--- config.mk ---
export PLATFORM = sky130hd
export DESIGN_NAME = decode_flat
export DESIGN_NICKNAME = d
export VERILOG_FILES = /design/src/rtl/decode_if.sv /design/src/rtl/decode.sv /design/src/flat_wrapper.sv
export SDC_FILE = /design/constraint.sdc
export NUM_CORES = 1
export LEC_CHECK = 0
export BUFFER_PORTS_ARGS = -buffer_cell sky130_fd_sc_hd__buf_2
export CORE_UTILIZATION = 58
export DETAILED_ROUTE_END_ITERATION = 8
export HOLD_SLACK_MARGIN = 0.12
export PLACE_DENSITY = 0.86
export SETUP_SLACK_MARGIN = 0.3
export SYNTH_ARGS = -nofsm -noshare
export SYNTH_HDL_FRONTEND = slang
export SYNTH_SLANG_ARGS = --single-unit
--- constraint.sdc ---
create_clock -name clock -period 8.4 [get_ports clock]
set_input_delay 0.42 -clock clock [delete_from_list [all_inputs] [get_ports clock]]
set_output_delay 0.42 -clock clock [all_outputs]
set_load 0.01 [all_outputs]
--- src/rtl/decode_if.sv ---
// Fetch/execute-facing signals of the decode stage.
// The slave modport is the decode stage; master is whatever sits around it.
interface decode_if;
  logic [31:0] pc_in;
  logic [31:0] insn_in;
  logic        insn_valid;
  logic        stall_in;
  logic        flush;
  logic [31:0] pc_out;
  logic [31:0] insn_out;
  logic        valid_out;
  logic [5:0]  opcode;
  logic [4:0]  rs;
  logic [4:0]  rt;
  logic [4:0]  rd;
  logic [4:0]  shamt;
  logic [5:0]  funct;
  logic [31:0] imm_ext;
  logic [31:0] jump_target;
  logic [4:0]  dest_reg;
  logic        is_load;
  logic        illegal;
  logic        stall_out;
  logic        overflow;

  modport slave (
    input  pc_in, insn_in, insn_valid, stall_in, flush,
    output pc_out, insn_out, valid_out, opcode, rs, rt, rd, shamt, funct,
           imm_ext, jump_target, dest_reg, is_load, illegal, stall_out, overflow
  );

  modport master (
    output pc_in, insn_in, insn_valid, stall_in, flush,
    input  pc_out, insn_out, valid_out, opcode, rs, rt, rd, shamt, funct,
           imm_ext, jump_target, dest_reg, is_load, illegal, stall_out, overflow
  );
endinterface

--- src/rtl/decode.sv ---
// MIPS-I decode stage: field split, load-use bubble insertion and a small
// skid FIFO that absorbs beats fetch sent before it saw stall_out.
module decode #(
  parameter int          BUF_DEPTH = 2,
  parameter logic [31:0] NOP_INSN  = 32'h00000000
) (
  input logic     clock,
  input logic     reset_n,
  decode_if.slave bus
);
  localparam int PW = $clog2(BUF_DEPTH);
  localparam int CW = $clog2(BUF_DEPTH + 1);

  logic [31:0]   pc_buf   [BUF_DEPTH];
  logic [31:0]   insn_buf [BUF_DEPTH];
  logic [PW-1:0] rd_ptr, wr_ptr;
  logic [CW-1:0] count, count_after_pop, count_nxt;

  logic        fifo_empty, src_valid, reads_rt, hazard, adv, pop, push, push_ok;
  logic [31:0] src_pc, src_insn, pc_plus4;
  logic [5:0]  s_op;
  logic [31:0] d_imm, d_jt;
  logic [4:0]  d_dest;
  logic        d_is_load, d_illegal;

  function automatic logic [PW-1:0] ptr_inc(input logic [PW-1:0] p);
    return (p == PW'(BUF_DEPTH - 1)) ? '0 : p + PW'(1);
  endfunction

  always_comb begin
    fifo_empty = (count == '0);
    src_pc     = fifo_empty ? bus.pc_in   : pc_buf[rd_ptr];
    src_insn   = fifo_empty ? bus.insn_in : insn_buf[rd_ptr];
    src_valid  = !fifo_empty || bus.insn_valid;
    s_op       = src_insn[31:26];
    reads_rt   = s_op inside {6'h00, 6'h04, 6'h05, 6'h28, 6'h29, 6'h2B};

    // The held load's rt is still in the output register while we look at src.
    hazard = bus.valid_out && bus.is_load && (bus.rt != 5'd0) && src_valid &&
             ((bus.rt == src_insn[25:21]) || (reads_rt && (bus.rt == src_insn[20:16])));
    adv    = src_valid && !bus.stall_in && !hazard;

    pop             = adv && !fifo_empty;
    push            = bus.insn_valid && !(fifo_empty && adv);
    count_after_pop = count - CW'(pop);
    push_ok         = push && (count_after_pop != CW'(BUF_DEPTH));
    count_nxt       = count_after_pop + CW'(push_ok);
  end

  always_comb begin
    pc_plus4  = src_pc + 32'd4;
    d_jt      = {pc_plus4[31:28], src_insn[25:0], 2'b00};
    d_imm     = {{16{src_insn[15]}}, src_insn[15:0]};
    if (s_op inside {6'h0C, 6'h0D, 6'h0E})
      d_imm = {16'h0000, src_insn[15:0]};
    d_is_load = s_op inside {6'h20, 6'h21, 6'h23, 6'h24, 6'h25};
    d_illegal = !((s_op <= 6'h0F) || d_is_load || (s_op inside {6'h28, 6'h29, 6'h2B}));
    d_dest    = 5'd0;
    if (s_op == 6'h00)
      d_dest = (src_insn[5:0] == 6'h08) ? 5'd0 : src_insn[15:11];
    else if (s_op == 6'h03)
      d_dest = 5'd31;
    else if ((s_op >= 6'h08 && s_op <= 6'h0F) || d_is_load)
      d_dest = src_insn[20:16];
  end

  always_ff @(posedge clock) begin
    if (!reset_n || bus.flush || (!bus.stall_in && !adv)) begin
      bus.valid_out   <= 1'b0;
      bus.pc_out      <= '0;
      bus.insn_out    <= NOP_INSN;
      bus.opcode      <= '0;
      bus.rs          <= '0;
      bus.rt          <= '0;
      bus.rd          <= '0;
      bus.shamt       <= '0;
      bus.funct       <= '0;
      bus.imm_ext     <= '0;
      bus.jump_target <= '0;
      bus.dest_reg    <= '0;
      bus.is_load     <= 1'b0;
      bus.illegal     <= 1'b0;
    end else if (!bus.stall_in) begin
      bus.valid_out   <= 1'b1;
      bus.pc_out      <= src_pc;
      bus.insn_out    <= src_insn;
      bus.opcode      <= src_insn[31:26];
      bus.rs          <= src_insn[25:21];
      bus.rt          <= src_insn[20:16];
      bus.rd          <= src_insn[15:11];
      bus.shamt       <= src_insn[10:6];
      bus.funct       <= src_insn[5:0];
      bus.imm_ext     <= d_imm;
      bus.jump_target <= d_jt;
      bus.dest_reg    <= d_dest;
      bus.is_load     <= d_is_load;
      bus.illegal     <= d_illegal;
    end
  end

  always_ff @(posedge clock) begin
    if (!reset_n || bus.flush) begin
      rd_ptr        <= '0;
      wr_ptr        <= '0;
      count         <= '0;
      bus.stall_out <= 1'b0;
    end else begin
      if (pop)     rd_ptr <= ptr_inc(rd_ptr);
      if (push_ok) wr_ptr <= ptr_inc(wr_ptr);
      count         <= count_nxt;
      bus.stall_out <= (count_nxt != '0);
    end
  end

  // Overflow survives a flush; only reset clears it.
  always_ff @(posedge clock) begin
    if (!reset_n)
      bus.overflow <= 1'b0;
    else if (!bus.flush && push && !push_ok)
      bus.overflow <= 1'b1;
  end

  always_ff @(posedge clock) begin
    if (reset_n && !bus.flush && push_ok) begin
      pc_buf[wr_ptr]   <= bus.pc_in;
      insn_buf[wr_ptr] <= bus.insn_in;
    end
  end
endmodule

--- src/flat_wrapper.sv ---
// flat-port wrapper written by rule: the top's interface ports become plain ports
module decode_flat 
#(
  parameter int          BUF_DEPTH = 2,
  parameter logic [31:0] NOP_INSN  = 32'h00000000
)
  (clock, reset_n, bus_pc_in, bus_insn_in, bus_insn_valid, bus_stall_in, bus_flush, bus_pc_out, bus_insn_out, bus_valid_out, bus_opcode, bus_rs, bus_rt, bus_rd, bus_shamt, bus_funct, bus_imm_ext, bus_jump_target, bus_dest_reg, bus_is_load, bus_illegal, bus_stall_out, bus_overflow);
  decode_if bus_i ();
  input logic clock;
  input logic reset_n;
  input wire logic [$bits(bus_i.pc_in)-1:0] bus_pc_in;
  input wire logic [$bits(bus_i.insn_in)-1:0] bus_insn_in;
  input wire logic [$bits(bus_i.insn_valid)-1:0] bus_insn_valid;
  input wire logic [$bits(bus_i.stall_in)-1:0] bus_stall_in;
  input wire logic [$bits(bus_i.flush)-1:0] bus_flush;
  output wire logic [$bits(bus_i.pc_out)-1:0] bus_pc_out;
  output wire logic [$bits(bus_i.insn_out)-1:0] bus_insn_out;
  output wire logic [$bits(bus_i.valid_out)-1:0] bus_valid_out;
  output wire logic [$bits(bus_i.opcode)-1:0] bus_opcode;
  output wire logic [$bits(bus_i.rs)-1:0] bus_rs;
  output wire logic [$bits(bus_i.rt)-1:0] bus_rt;
  output wire logic [$bits(bus_i.rd)-1:0] bus_rd;
  output wire logic [$bits(bus_i.shamt)-1:0] bus_shamt;
  output wire logic [$bits(bus_i.funct)-1:0] bus_funct;
  output wire logic [$bits(bus_i.imm_ext)-1:0] bus_imm_ext;
  output wire logic [$bits(bus_i.jump_target)-1:0] bus_jump_target;
  output wire logic [$bits(bus_i.dest_reg)-1:0] bus_dest_reg;
  output wire logic [$bits(bus_i.is_load)-1:0] bus_is_load;
  output wire logic [$bits(bus_i.illegal)-1:0] bus_illegal;
  output wire logic [$bits(bus_i.stall_out)-1:0] bus_stall_out;
  output wire logic [$bits(bus_i.overflow)-1:0] bus_overflow;
  assign bus_i.pc_in = bus_pc_in;
  assign bus_i.insn_in = bus_insn_in;
  assign bus_i.insn_valid = bus_insn_valid;
  assign bus_i.stall_in = bus_stall_in;
  assign bus_i.flush = bus_flush;
  assign bus_pc_out = bus_i.pc_out;
  assign bus_insn_out = bus_i.insn_out;
  assign bus_valid_out = bus_i.valid_out;
  assign bus_opcode = bus_i.opcode;
  assign bus_rs = bus_i.rs;
  assign bus_rt = bus_i.rt;
  assign bus_rd = bus_i.rd;
  assign bus_shamt = bus_i.shamt;
  assign bus_funct = bus_i.funct;
  assign bus_imm_ext = bus_i.imm_ext;
  assign bus_jump_target = bus_i.jump_target;
  assign bus_dest_reg = bus_i.dest_reg;
  assign bus_is_load = bus_i.is_load;
  assign bus_illegal = bus_i.illegal;
  assign bus_stall_out = bus_i.stall_out;
  assign bus_overflow = bus_i.overflow;
  decode #(.BUF_DEPTH(BUF_DEPTH), .NOP_INSN(NOP_INSN)) u_core (.clock(clock), .reset_n(reset_n), .bus(bus_i));
endmodule
; ---- Word-level counts from Yosys, hierarchy flattened
; Memories as Yosys holds them, arrays and structs flattened. A register that Yosys moved wholly into a read port is not among the register bits.
; Index checks and enable logic that the tools add are counted.
[op_classes]
n_eq_ne = 18
n_shift = 0
add_sub_neg = 5
bitwise_logic = 0
order_cmp = 2
mul = 0
div_mod_pow = 0
mux = 15
reduce_logical = 41
[op_table]
columns = operator, count
row1 = two-way mux 32 bit, 3
row2 = == test 6 bit (second input constant), 8
row3 = adder 32 x 3 -> 32 bit (second input constant), 1
row4 = == test 6 x 4 -> 1 bit (second input constant), 4
row5 = two-way mux 5 bit, 4
row6 = logical AND 1 bit, 17
row7 = == test 6 x 3 -> 1 bit (second input constant), 2
row8 = == test 5 bit, 2
row9 = nonzero test 5 bit, 2
row10 = logical NOT 1 bit, 9
row11 = two-way mux 1 bit, 8
row12 = logical OR 1 bit, 7
row13 = == test 6 x 2 -> 1 bit (second input constant), 1
row14 = greater-or-equal comparator 6 x 4 -> 1 bit (second input constant), 1
row15 = less-or-equal comparator 6 x 4 -> 1 bit (second input constant), 1
row16 = logical NOT 6 bit, 1
row17 = nonzero test 3 bit, 2
row18 = nonzero test 6 bit, 1
row19 = adder 1 bit (second input constant), 2
row20 = adder 2 x 1 -> 2 bit, 1
row21 = logical NOT 2 bit, 1
row22 = inequality test 2 bit (second input constant), 1
row23 = nonzero test 2 bit, 1
row24 = subtractor 2 x 1 -> 2 bit, 1
[word_totals]
reg_bits = 172
elab_cells = 102
ram_bits = 128
mem_bits_ro = 0
latchBits = 0
output_inout_bits = 170
n_memories = 2
[mem_list]
columns = name, depth, word_bits, read_ports, rd_ports_with_merged_regs, wr, line_no
row1 = u_core.insn_buf, 2, 32, 1, 1, 1, decode.sv:15  ; logic [31:0] insn_buf [BUF_DEPTH];
row2 = u_core.pc_buf, 2, 32, 1, 1, 1, decode.sv:14  ; logic [31:0] pc_buf [BUF_DEPTH];

; ---- Depth between registers and ports, before layout
[depth]
depth_word = 16
depth_mapped = 14
depth_no_buf = 11

; ---- Worst setup path before layout
; Ideal clock, no wire load.
[synth_timing]
path_kind = reg2reg
start = register u_core.count[1]
end = memory u_core.insn_buf[0][0] (enable)
path_buffers = 3
arrival_ns = 5.291
setup_time_ns = 0.486
path_stages_with_launch = 15
slack_ns = 2.622
path_cell_list = dfxtp_1 > buf_2 > or2_1 > buf_6 > buf_6 > a21oi_1 > o21ai_1 > o31a_1 > o31ai_1 > nand2_1 > and2_1 > ha_1 > nand2_1 > nand3_1 > nor2_1
[synth_between]
elab_chain_cells = 16
elab_cells_between_ends = 30
cone_classes = add/sub (1) / eq/ne (8) / mux (3) / reduce/logical (18)
[synth_rtl]
columns = element, line_no
row1 = "start, declared", decode.sv:17  ; logic [CW-1:0] count, count_after_pop, count_nxt;
row2 = "start signal, assigned", decode.sv:110  ; count <= count_nxt;
row3 = logical NOT 2 bit *, decode.sv:31  ; fifo_empty = (count == '0);
row4 = two-way mux 32 bit, decode.sv:33  ; src_insn = fifo_empty ? bus.insn_in : insn_buf[rd_ptr];
row5 = == test 6 x 3 -> 1 bit (tied with other cells), decode.sv:36  ; reads_rt = s_op inside {6'h00, 6'h04, 6'h05, 6'h28, 6'h29, 6'h2B};
row6 = nonzero test 6 bit, decode.sv:36
row7 = logical AND 1 bit, decode.sv:40  ; ((bus.rt == src_insn[25:21]) || (reads_rt && (bus.rt == src_insn[20:16])));
row8 = logical OR 1 bit, decode.sv:40
row9 = logical AND 1 bit, decode.sv:39  ; hazard = bus.valid_out && bus.is_load && (bus.rt != 5'd0) && src_valid &&
row10 = logical NOT 1 bit, decode.sv:41  ; adv = src_valid && !bus.stall_in && !hazard;
row11 = logical AND 1 bit, decode.sv:41
row12 = logical AND 1 bit *, decode.sv:43  ; pop = adv && !fifo_empty;
row13 = via u_core.pop, decode.sv:19  ; logic fifo_empty, src_valid, reads_rt, hazard, adv, pop, push, push_ok;
row14 = subtractor 2 x 1 -> 2 bit *, decode.sv:45  ; count_after_pop = count - CW'(pop);
row15 = inequality test 2 bit *, decode.sv:46  ; push_ok = push && (count_after_pop != CW'(BUF_DEPTH));
row16 = logical AND 1 bit *, decode.sv:46
row17 = logical AND 1 bit *, decode.sv:124  ; if (reset_n && !bus.flush && push_ok) begin
row18 = two-way mux 1 bit *, decode.sv:124
row19 = two-way mux 1 bit (implied by the code) *, decode.sv:126  ; insn_buf[wr_ptr] <= bus.insn_in;
row20 = "end, declared", decode.sv:15
; Mark *: on every way through the listed nets, which the timed path passes. The rest lies on a longest branch.

; ---- Final worst setup path
[layout_timing]
start = register u_core.count[1]
end = memory u_core.pc_buf[1][4] (enable)
[layout_between]
elab_chain_cells = 16
elab_cells_between_ends = 30
cone_classes = add/sub (1) / eq/ne (8) / mux (3) / reduce/logical (18)
[layout_rtl]
columns = element, line_no
row1 = logical NOT 2 bit *, decode.sv:31
row2 = two-way mux 32 bit, decode.sv:33
row3 = == test 6 x 3 -> 1 bit (tied with other cells), decode.sv:36
row4 = nonzero test 6 bit, decode.sv:36
row5 = logical AND 1 bit, decode.sv:40
row6 = logical OR 1 bit, decode.sv:40
row7 = logical AND 1 bit, decode.sv:39
row8 = logical NOT 1 bit, decode.sv:41
row9 = logical AND 1 bit, decode.sv:41
row10 = logical AND 1 bit *, decode.sv:43
row11 = via u_core.pop, decode.sv:19
row12 = subtractor 2 x 1 -> 2 bit *, decode.sv:45
row13 = inequality test 2 bit *, decode.sv:46
row14 = logical AND 1 bit *, decode.sv:46
row15 = logical AND 1 bit *, decode.sv:124
row16 = two-way mux 1 bit *, decode.sv:124
row17 = two-way mux 1 bit (implied by the code) *, decode.sv:125  ; pc_buf[wr_ptr] <= bus.pc_in;
row18 = "end, declared", decode.sv:14
; Marks and branches as above.

==> summary.md <==
| Metric | Value |
|---|---|
| Buffer levels on the longest clock path | `3` |
| Power per cell area | `208 nW/um^2` |
| Post-cts resize count | `0` |
| # setup viols final | `0` |
| Maximum single-stage delay on the critical path | `0.97 ns` |
| Proportion of layout cells with a drive suffix above 1 | `about a third` |
| Top cell type by total area after synthesis | `edfxtp_1` |
| Post-route fraction of the period consumed by the critical path | `a little under three quarters` |
| Via count of the first global-routing pass | `approximately 6000` |
| Setup repair after global routing missed its margin | `false` |
| Min-delay src | `bus_pc_in[2]` |
| HPWL after detailed placement | `14800 um` |
| Cell area after technology mapping | `9540 um^2` |
| Std-Cell Core Area | `about 16000 um^2` |
| Detailed-route vias per instance | `about 5.5` |
| Ys Warns | `0` |
| Status | `complete, no violations` |
| Buffer and inverter count on the worst path | `2` |
| Internal reg-to-reg setup slack | `2.43 ns` |
| Antenna Violating Nets Remaining | `0` |
| Clock transition at the register clock pins on the worst setup and hold paths after CTS | `0.06 ns` |
| Most frequent cells after synthesis | `nor2_1 (162), edfxtp_1 (128), buf_4 (96)` |
| Final std cell area, no fill | `10800 um^2` |
| Routed Wire Length | `roughly 22000 um` |
| Post-layout min period | `about 6 ns` |
| Area Overhead vs Synth | `13.7%` |
| Unique cell type count in the Yosys netlist | `57` |
| Clock tree from TritonCTS | `built` |
| Wire length of the first global-routing pass | `32400 um` |
| Achievable Freq | `167 MHz` |
| Highest net fanout along the worst path | `44` |
| Endpoint of the worst hold path | `u_core.pc_buf[1][2]` |
| Launching point of the worst reg2reg path | `u_core.count[1]` |
| Sequential element share of the synthesized area | `57.9%` |
| Sum of overflow across all layers after global routing | `0` |
| Endpoint of the lowest-slack register-to-register path | `u_core.pc_buf[1][4]` |
| Initial antenna violation count | `4` |
| Worst-case headroom to the max-slew limit | `between 20% and 30%` |
| Port buffer count | `236` |
| Starting Density | `59.8%` |
| # fillers | `1138` |
| Static leakage | `0.00432 uW` |
| Setup skew after layout | `0.00666 ns` |
| Clk Latency, worst-skew pair | `0.50 ns` |
| Count of maximum capacitance violations | `0` |
| Placed Instance Area | `10100 um^2` |
| Count of state elements after synthesis | `212` |
| Cell depth of the worst flop-to-flop path | `13` |
| Nets | `1046` |
| Final number of hold-violating endpoints | `0` |
| Largest net degree at the start of global routing | `87` |
| Post-synth top area share | `40.3%` |
| Kind of critical path | `reg2reg` |
| Nature of the critical path startpoint | `flip-flop` |
| Average detailed-routed wire length per instance | `18.1 um` |
| Die boundary height | `~130 um` |
| Hold slack | `0.126 ns` |
| Horizontal die dimension | `130 um` |
| Crit-path leading delay family | `simple AND/OR/NAND/NOR gates` |
| Largest registers ranked by flip-flop count | `u_core.insn_buf x64, u_core.pc_buf x64, u_core.bus.pc_out x32` |
| Worst hold stages | `1` |
| Total routing usage reported by global routing | `25.3%` |
| Post-synth EDFFs | `128` |
| Endpoint arrival time on the critical path | `6.13 ns` |
| Placer Congestion | `~0.92` |
| Category of the worst setup path capture point | `flip-flop` |
| Worst slew pin tran | `1.16 ns` |
| H-tree levels | `1` |
| Mean area per synthesized cell | `11.3 um^2` |
| Number of violations reported at the end of detailed-routing iteration 0 | `544` |
| Most common cell in the netlist | `nor2_1` |
| # DRC | `0` |
| TNS Setup | `0 ns` |
| Crit path max-delay cell type | `nor2_4` |
| Max Transition Viols Final | `0` |
| Post-synthesis instance total | `843` |
| Total power consumption of the routed design | `2260 uW` |
| Die Area | `17000 um^2` |
| Boundary pin count | `239` |
| Buffers inserted during post-CTS setup optimization | `0` |
| Async S/R FF share, synth | `0%` |
| Drt first pass iters | `5` |
| Clock buffers created by TritonCTS | `22` |
| Launching element of the worst setup path | `u_core.count[1]` |
| Largest cells by area after synthesis | `edfxtp_1 (40%), dfxtp_1 (18%), buf_4 (7.6%)` |
| Most used flip-flop cell after synthesis | `edfxtp_1` |
| Number of sinks handled by clock tree synthesis | `212` |
| VDD IR max | `between 100 and 150 uV` |
| Ordered list of cells on the worst path | `or2_2 > buf_4 > mux2i_2 > o311ai_0 > nand4bb_1 > o31ai_1 > nand2_1 > and2_1 > ha_1 > nand2_1 > nand3_1 > nor2_4 > buf_4` |
| Hold Crit Class | `in2reg` |
| Via Count | `6720` |
| Worst EP required | `between 8 and 9 ns` |
| CTS hold repair buffers | `2` |
| Clock Root Buffer | `clkbuf_16` |
| Number of placement rows | `46` |
-- area by class of cell --
cell class,instances,area [um^2],area share [%]
Antenna cell,5,12.5,0.115
Clock buffer,33,633,5.84
Clock inverter,6,35.0,0.323
Inverter,9,33.8,0.311
Multi-Input combinational cell,486,3080,28.4
Sequential cell,212,5530,51.0
Tap cell,216,270,2.49
Timing Repair Buffer,245,1260,11.6
-- worst max path at each step --
stage	slack [ns]	end	cells after the start
final	2.43	u_core.pc_buf[1][4]	13
after global routing	2.03	u_core.pc_buf[0][8]	13
after CTS	2.49	u_core.pc_buf[0][28]	13
after detailed placement	2.53	u_core.pc_buf[1][8]	13
after global placement	2.67	u_core.pc_buf[1][8]	13
after floorplan	2.62	u_core.insn_buf[0][0]	14
-- power breakdown --
group | internal [uW] | total [uW] | switching [uW]
combinational | 83.6 | 220 | 136
clock | 521 | 902 | 381
sequential | 1120 | 1140 | 16.5
total | 1730 | 2260 | 534
-- logic make-up after synthesis --
kind of cell,share of synthesized area (%)
flip-flops,57.9
AND/OR/NAND/NOR,10.5
adder cells (fa/ha/maj),0.131
other,0.0393
AO/OA/AOI/OAI,8.64
buffers and inverters,10.1
multiplexers,11.9
XOR/XNOR,0.826
-- routing by layer --
layer  track usage, %  part of all wire (%)  up-vias
li1                 -                     -     3170
met2             40.8                    48      298
met1             33.7                    41     3199
met4             10.9                   3.2        0
met5                0                     0        -
met3             4.39                   7.6       53
-- metrics by stage --
step                      util [%]  cells  setup WS, ns
final                         68.0   1212          2.43
after global routing          68.0   1210          2.03
after CTS                     68.0   1207          2.49
after detailed placement      63.6   1166          2.53
after global placement        63.6   1166          2.67
after floorplan                  -    844          2.62
-- layout by cell type, fill, tap and decap left out, types with 9 or more instances in the layout --
cell       netlist  final
edfxtp_1       128    128
nor3_1          16     16
mux2_2          33     33
dfxtp_1         84     83
clkbuf_16        0     23
buf_2           10    235
a21oi_1         84     84
a211oi_1        17     17
nand2_1         13     13
mux2i_1         71     71
nor2_1         162    159
inv_1            9      9
Power figures use the tool's default switching activity.
